--- config.mk ---
export PLATFORM = sky130hd
export DESIGN_NAME = pipe_gpr_sb
export DESIGN_NICKNAME = d
export VERILOG_FILES = /design/src/rtl/gpr_pkg.sv /design/src/rtl/gpr_scoreboard.sv /design/src/rtl/pipe_gpr_sb.sv
export SDC_FILE = /design/constraint.sdc
export NUM_CORES = 2
export LEC_CHECK = 0
export ABC_AREA = 1
export CAP_MARGIN = 20
export CELL_PAD_IN_SITES_DETAIL_PLACEMENT = 1
export CELL_PAD_IN_SITES_GLOBAL_PLACEMENT = 2
export CORE_ASPECT_RATIO = 0.6
export CORE_MARGIN = 4
export CORE_UTILIZATION = 36
export CTS_CLUSTER_SIZE = 28
export DETAILED_ROUTE_END_ITERATION = 12
export PLACE_DENSITY_LB_ADDON = 0.1
export REMOVE_ABC_BUFFERS = 1
export SKIP_CTS_REPAIR_TIMING = 1
export SLEW_MARGIN = 20
export SYNTH_ARGS = -nofsm -noshare
export SYNTH_HDL_FRONTEND = slang
export SYNTH_SLANG_ARGS = --single-unit
--- constraint.sdc ---
create_clock -name clk -period 3 [get_ports clk]
set_clock_uncertainty 0.1 [all_clocks]
set_input_delay 0.45 -clock clk [delete_from_list [all_inputs] [get_ports clk]]
set_output_delay 0.45 -clock clk [all_outputs]
set_load 0.02 [all_outputs]
--- src/rtl/gpr_pkg.sv ---
// Shared defaults and helpers for the pipeline GPR file and its busy scoreboard.
package gpr_pkg;

  localparam int unsigned DATA_W_DEF = 32;
  localparam int unsigned ADDR_W_DEF = 5;
  localparam int unsigned ZERO_REG   = 0;

  // Low bit of port k inside a flattened bus of width-w slices.
  function automatic int unsigned slice_lo(input int unsigned port, input int unsigned width);
    return port * width;
  endfunction

endpackage

--- src/rtl/gpr_scoreboard.sv ---
// Per-register busy scoreboard: issue sets, writeback clears (issue wins on the same register),
// registered busy count, and per-port busy lookup with writeback bypass.
module gpr_scoreboard
  import gpr_pkg::*;
#(
  parameter int unsigned ADDR_W = ADDR_W_DEF,
  parameter int unsigned NUM_RD = 2
) (
  input  logic                     clk,
  input  logic                     rst_n,
  input  logic                     we,
  input  logic [ADDR_W-1:0]        wr_sel,
  input  logic                     iss_vld,
  input  logic [ADDR_W-1:0]        iss_sel,
  input  logic [NUM_RD*ADDR_W-1:0] rd_sel,
  output logic [NUM_RD-1:0]        rd_busy,
  output logic [ADDR_W:0]          busy_cnt
);

  localparam int unsigned DEPTH = 2 ** ADDR_W;
  localparam logic [ADDR_W-1:0] ZERO_SEL = ADDR_W'(ZERO_REG);

  logic [DEPTH-1:0] r_busy;
  logic [DEPTH-1:0] w_busy_nxt;
  logic [ADDR_W:0]  r_cnt;
  logic             w_set;
  logic             w_clr;
  logic             w_inc;
  logic             w_dec;

  assign w_set = iss_vld && (iss_sel != ZERO_SEL);
  assign w_clr = we && (wr_sel != ZERO_SEL) && !(iss_vld && (iss_sel == wr_sel));

  // Count moves only on real 0->1 / 1->0 transitions, so WAW issues and
  // writebacks to idle registers leave it untouched.
  assign w_inc = w_set && !r_busy[iss_sel];
  assign w_dec = w_clr &&  r_busy[wr_sel];

  always_comb begin
    // NOTE: combinational blocks use blocking '=' with a default first, so no latch is inferred.
    w_busy_nxt = r_busy;
    if (w_clr) w_busy_nxt[wr_sel]  = 1'b0;
    if (w_set) w_busy_nxt[iss_sel] = 1'b1;
  end

  always_ff @(posedge clk or negedge rst_n) begin
    // NOTE: state registers use non-blocking '<=' so every flop samples pre-edge values.
    if (!rst_n) begin
      r_busy <= '0;
      r_cnt  <= '0;
    end else begin
      r_busy <= w_busy_nxt;
      case ({w_inc, w_dec})
        2'b10:   r_cnt <= r_cnt + (ADDR_W+1)'(1);
        2'b01:   r_cnt <= r_cnt - (ADDR_W+1)'(1);
        default: r_cnt <= r_cnt;
      endcase
    end
  end

  assign busy_cnt = r_cnt;

  for (genvar k = 0; k < NUM_RD; k++) begin : g_rd_busy
    logic [ADDR_W-1:0] w_s;
    assign w_s = rd_sel[slice_lo(k, ADDR_W) +: ADDR_W];
    // A writeback landing this cycle supplies the operand, so it is never busy.
    assign rd_busy[k] = (w_s == ZERO_SEL)           ? 1'b0 :
                        (we && (wr_sel == w_s))     ? 1'b0 :
                        r_busy[w_s];
  end

endmodule

--- src/rtl/pipe_gpr_sb.sv ---
// Pipeline GPR file: NUM_RD combinational read ports with writeback bypass, one write port,
// R0 hardwired to zero, busy scoreboard. Define GPR_TRACE_EN for a simulation write trace.
module pipe_gpr_sb
  import gpr_pkg::*;
#(
  parameter int unsigned DATA_W = DATA_W_DEF,
  parameter int unsigned ADDR_W = ADDR_W_DEF,
  parameter int unsigned NUM_RD = 2
) (
  input  logic                     clk,
  input  logic                     rst_n,
  input  logic                     we,
  input  logic [ADDR_W-1:0]        wr_sel,
  input  logic [DATA_W-1:0]        wr_data,
  input  logic                     iss_vld,
  input  logic [ADDR_W-1:0]        iss_sel,
  input  logic [NUM_RD*ADDR_W-1:0] rd_sel,
  output logic [NUM_RD*DATA_W-1:0] rd_data,
  output logic [NUM_RD-1:0]        rd_busy,
  output logic [ADDR_W:0]          busy_cnt
);

  localparam int unsigned DEPTH = 2 ** ADDR_W;
  localparam logic [ADDR_W-1:0] ZERO_SEL = ADDR_W'(ZERO_REG);

  // Entry 0 has no storage; reads of it are forced to zero below.
  logic [DATA_W-1:0] r_mem [1:DEPTH-1];
  logic              w_wr_en;

  assign w_wr_en = we && (wr_sel != ZERO_SEL);

  always_ff @(posedge clk or negedge rst_n) begin
    // NOTE: the array is reset because reset must leave every register reading zero.
    if (!rst_n) begin
      for (int i = 1; i < DEPTH; i++) r_mem[i] <= '0;
    end else if (w_wr_en) begin
      r_mem[wr_sel] <= wr_data;
    end
  end

  for (genvar k = 0; k < NUM_RD; k++) begin : g_rd_port
    logic [ADDR_W-1:0] w_s;
    assign w_s = rd_sel[slice_lo(k, ADDR_W) +: ADDR_W];
    assign rd_data[slice_lo(k, DATA_W) +: DATA_W] =
      (w_s == ZERO_SEL)       ? '0      :
      (we && (wr_sel == w_s)) ? wr_data :
      r_mem[w_s];
  end

  gpr_scoreboard #(
    .ADDR_W (ADDR_W),
    .NUM_RD (NUM_RD)
  ) u_sb (
    .clk      (clk),
    .rst_n    (rst_n),
    .we       (we),
    .wr_sel   (wr_sel),
    .iss_vld  (iss_vld),
    .iss_sel  (iss_sel),
    .rd_sel   (rd_sel),
    .rd_busy  (rd_busy),
    .busy_cnt (busy_cnt)
  );

`ifdef GPR_TRACE_EN
  // $strobe defers printing to the end of the step so busy_cnt shows its post-edge value.
  always @(posedge clk) begin
    if (rst_n && w_wr_en)
      $strobe("R[%02d]=%08X busy_cnt=%0d", wr_sel, wr_data, busy_cnt);
  end
`else
`endif

endmodule

==> impl_summary.md <==
Power
The leakage power is 34.43 nW. The highest ir drop seen on vdd is 0.5271 mV. For this design the ratio of total power to cell area is 624.2 mW/mm^2. Summing internal, switching and leakage power gives 45.79 mW.

Setup path
STA classifies the critical path endpoint as an output pin. STA puts the critical path data required time at 2.45 ns. Of all nets on the critical path, the largest fanout is 34. Data arrives at the worst endpoint at 2.43 ns. The worst register-to-register path ends at u_sb.busy_cnt[5]. The worst setup path is launched from a primary input. Measured in cells, the most critical reg-to-reg path has a length of 15.

The critical path start-end classification is in2out. The setup slack of the worst register-to-register path is 0.19 ns. The critical register-to-register path startpoint is u_sb.r_busy[25].

GRT
The initial antenna violation count is 13. The first global-routing pass estimated 453900 microns of wire. The via count of the first global-routing pass is 63740. Entering global routing, the biggest net connects 98 pins. The remaining global-route overflow is 0. The overall routing resource usage is 35.42%.

Synthesis
Summing every instance area after synthesis gives 0.05953 sq mm. In this run the biggest area consumer among cell types represents 43.29% of the synthesized area. By area the synthesized netlist is led by sky130_fd_sc_hd__dfrtp_1, sky130_fd_sc_hd__nand2_1, sky130_fd_sc_hd__o21ai_0.

The Yosys step of the flow raised 0 warnings. The gate count of the mapped netlist is 8647. Synthesis inferred 1030 register bits. The average footprint of a synthesized cell is 6.885 sq um.

The share of the Yosys chip area taken by registers is 43.29%. In this run, distinct cell masters in the synthesized netlist total 40. The biggest area consumer among synthesized cells is sky130_fd_sc_hd__dfrtp_1.

Final layout
The fill cell total of the finished layout is 20330. The post-synthesis to final-layout area growth is 23.21%. The final cell count without fillers is 11120. The final net count is 8920. The final core utilization is 44.72%. The post-route netlist has 11.09% of its cells at a drive strength greater than 1.

STA
The normalized max-slew margin is 51.32%. The slew at the pin closest to its max-slew limit is 0.7302 ns. The summed negative setup slack over all endpoints is 0 ns. The final critical path takes up 99.35% of the cycle. The smallest clock period supported by the final layout is computed as 2.981 ns. The final number of max-transition violations is 0. Setup violations remaining at the end of the flow were counted as 0.

The number of hold-slack violations in the final timing report is 0. Timing would allow up to 0.3355 GHz. The final worst-path setup slack is 0.01947 ns.

Job
The tool flagged a number of max-cap violations equal to 0.

Floorplan
In this run the vertical extent of the chip is 323.0 microns. The placeable core region is 0.1640 sq mm. The count of boundary I/O pins is 128. The initial core utilization is 36.29%. In this run the horizontal extent of the chip is 533.0 microns. The floorplan has 115 rows. The floorplan step defined a die boundary enclosing 0.1722 sq mm.

Drt
Using the TritonRoute via totals, the vias-per-cell ratio works out to 5.755. Once detail routing completed, the nets flagged for antenna violations numbered 0. The first detailed-routing pass took 6 iterations. Wires add up to 312800 microns.

After detailed routing, the average wire length per cell comes to 28.14 microns. Summing over every cut layer, the via total after detailed routing is 63970. The number of violations reported at the end of detailed-routing iteration 0 is 7188.

The count of unresolved DRC violations after routing is 0.

Outcome
The run finished with clean final reports.

CTS
The tree built by TritonCTS fans out to 1030 sinks. The latest clock arrival within the worst-skew pair is 0.75 ns. The clock tree buffer depth is 3. Counting the buffers created by CTS gives 111. The H-tree was split into 3 levels. The root buffer cell chosen for the clock tree is sky130_fd_sc_hd__clkbuf_16. Clock-pin slew was measured on the worst setup and hold paths at 0.06 ns.

The clock tree from TritonCTS is done.

Hold path
The worst hold path belongs to the class in2async.

Placement
The wire-length estimate of the detail-placed layout is 204500 microns. Timing analysis after detailed placement gives a worst setup slack of -0.7352 ns. At the end of routability-driven placement, the weighted congestion stood at 0.9430. The count of buffers added on input and output ports is 127. After detailed placement, the design holds a cell count of 10900.
## layer usage
layer / GRT usage, % / vias to the layer above / share of wire [%]
met5: 0 / - / 0
met4: 9.734 / 0 / 3.1
met3: 4.770 / 449 / 7.0
met2: 55.05 / 2541 / 44
met1: 51.72 / 32480 / 46
li1: - / 28500 / -
## flip-flops by register name, indices dropped and copies added (netlist names)
register,flops
u_sb.busy_cnt,6
u_sb.r_busy,32
r_mem,992
## Yosys cell counts
master and number:
sky130_fd_sc_hd__clkbuf_1 383, sky130_fd_sc_hd__nor2_1 624, sky130_fd_sc_hd__xor2_1 1, sky130_fd_sc_hd__buf_12 1, sky130_fd_sc_hd__dfrtp_1 1030, sky130_fd_sc_hd__o22ai_1 31, sky130_fd_sc_hd__o21ai_0 886, sky130_fd_sc_hd__fa_1 1
sky130_fd_sc_hd__inv_4 1, sky130_fd_sc_hd__o2111ai_1 3, sky130_fd_sc_hd__buf_6 1, sky130_fd_sc_hd__a21oi_1 503, sky130_fd_sc_hd__or2_2 5, sky130_fd_sc_hd__clkinv_1 6, sky130_fd_sc_hd__nor3_2 3, sky130_fd_sc_hd__nor2_8 2
sky130_fd_sc_hd__o21bai_1 1, sky130_fd_sc_hd__inv_1 808, sky130_fd_sc_hd__nor3_1 7, sky130_fd_sc_hd__o221ai_1 1, sky130_fd_sc_hd__o21a_1 1, sky130_fd_sc_hd__o21ai_2 1, sky130_fd_sc_hd__nand2_2 8, sky130_fd_sc_hd__nor2_2 7
sky130_fd_sc_hd__nor3_4 3, sky130_fd_sc_hd__buf_1 95, sky130_fd_sc_hd__o211ai_1 293, sky130_fd_sc_hd__nand2_1 2452, sky130_fd_sc_hd__nand4_1 17, sky130_fd_sc_hd__inv_2 10, sky130_fd_sc_hd__nand3_1 864, sky130_fd_sc_hd__a31oi_1 17
sky130_fd_sc_hd__xnor2_1 1, sky130_fd_sc_hd__buf_2 231, sky130_fd_sc_hd__ha_1 5, sky130_fd_sc_hd__buf_4 3, sky130_fd_sc_hd__o21ai_1 326, sky130_fd_sc_hd__nor2_4 12, sky130_fd_sc_hd__a22oi_1 2, sky130_fd_sc_hd__a211oi_1 1
## final cells by class
type | instances | area [sq um] | share of cell area, %
Timing Repair Buffer | 812 | 9884 | 13.48
Sequential cell | 1030 | 25770 | 35.14
Clock inverter | 34 | 563.0 | 0.7676
Multi-Input combinational cell | 6078 | 27930 | 38.07
Tap cell | 2164 | 2708 | 3.691
Clock buffer | 166 | 3327 | 4.536
Antenna cell | 6 | 15.01 | 0.02047
Inverter | 825 | 3153 | 4.298
## worst max-delay path: stages
cell and delay (ns):
sky130_fd_sc_hd__buf_8 0.15, sky130_fd_sc_hd__inv_8 0.15, sky130_fd_sc_hd__buf_12 0.27, sky130_fd_sc_hd__buf_4 0.19, sky130_fd_sc_hd__nand2_1 0.04, sky130_fd_sc_hd__nand3_1 0.08
sky130_fd_sc_hd__nand3_1 0.09, sky130_fd_sc_hd__nand2_1 0.07, sky130_fd_sc_hd__nand2_1 0.05, sky130_fd_sc_hd__nor2_1 0.19, sky130_fd_sc_hd__nand2_1 0.08, sky130_fd_sc_hd__nand2_1 0.17
sky130_fd_sc_hd__a21oi_2 0.08, sky130_fd_sc_hd__buf_4 0.13, sky130_fd_sc_hd__clkbuf_2 0.14
## through the flow
step / hold slack, ns / instance area (sq um)
floorplan: 0.05441 / 56530
global placement: 0.3288 / 69190
detailed placement: 0.3304 / 69190
CTS: -0.4740 / 73080
global route: 0.1560 / 73340
finish: 0.1724 / 73350
## cells by family after synthesis
logic type                 count (synthesis)  synth area share, %
AOI/OAI and AO/OA                       2066                18.75
xor gates and xnor gates                   2              0.02943
adders and majority gates                  6               0.1387
buffers and inverters                   1539                10.25
DFF                                     1030                43.29
and+or+nand+nor                         4004                27.53
## worst max path at each step
stage | from | endpoint | slack [ns] | cells past startpoint
after CTS | wr_sel[1] | rd_data[22] | -0.66 | 12
after detailed placement | wr_sel[1] | u_sb.busy_cnt[5] | -0.74 | 18
final | rd_sel[0] | rd_data[25] | 0.02 | 15
after global routing | r_mem[889] | rd_data[25] | -0.01 | 10
after floorplan | rd_sel[0] | rd_data[20] | -3.63 | 4
after global placement | wr_sel[1] | u_sb.busy_cnt[5] | -0.72 | 19
## report_power, final
part / leakage [nW] / total [mW] / internal (mW) / switching, mW
logic: 20.2 / 11.6 / 4.21 / 7.41
clock network: 1.91 / 15.2 / 8.75 / 6.45
registers: 12.3 / 19.0 / 17.0 / 1.96
total: 34.4 / 45.8 / 30.0 / 15.8
## placed cells by master (no fill, tap or decap), drive strengths merged
master | synthesis | layout
nand2 | 2460 | 2460
o21ai | 1213 | 1213
dfrtp | 1030 | 1030
nand3 | 864 | 864
inv | 819 | 823
buf | 331 | 699
nor2 | 645 | 645
a21oi | 503 | 503
o211ai | 293 | 293
clkbuf | 383 | 188
dlymetal6s2s | 0 | 47
clkdlybuf4s50 | 0 | 43
o22ai | 31 | 31
clkinv | 6 | 21
nand4 | 17 | 17
a31oi | 17 | 17
bufinv | 0 | 13
nor3 | 13 | 13
diode | 0 | 6
or2 | 5 | 5
ha | 5 | 5
o2111ai | 3 | 3
a22oi | 2 | 2
clkinvlp | 0 | 2
o21a | 1 | 1
a211oi | 1 | 1
o221ai | 1 | 1
xnor2 | 1 | 1
xor2 | 1 | 1
o21bai | 1 | 1
fa | 1 | 1
dlygate4sd3 | 0 | 1
No activity file was read; power rests on OpenSTA's default activity.
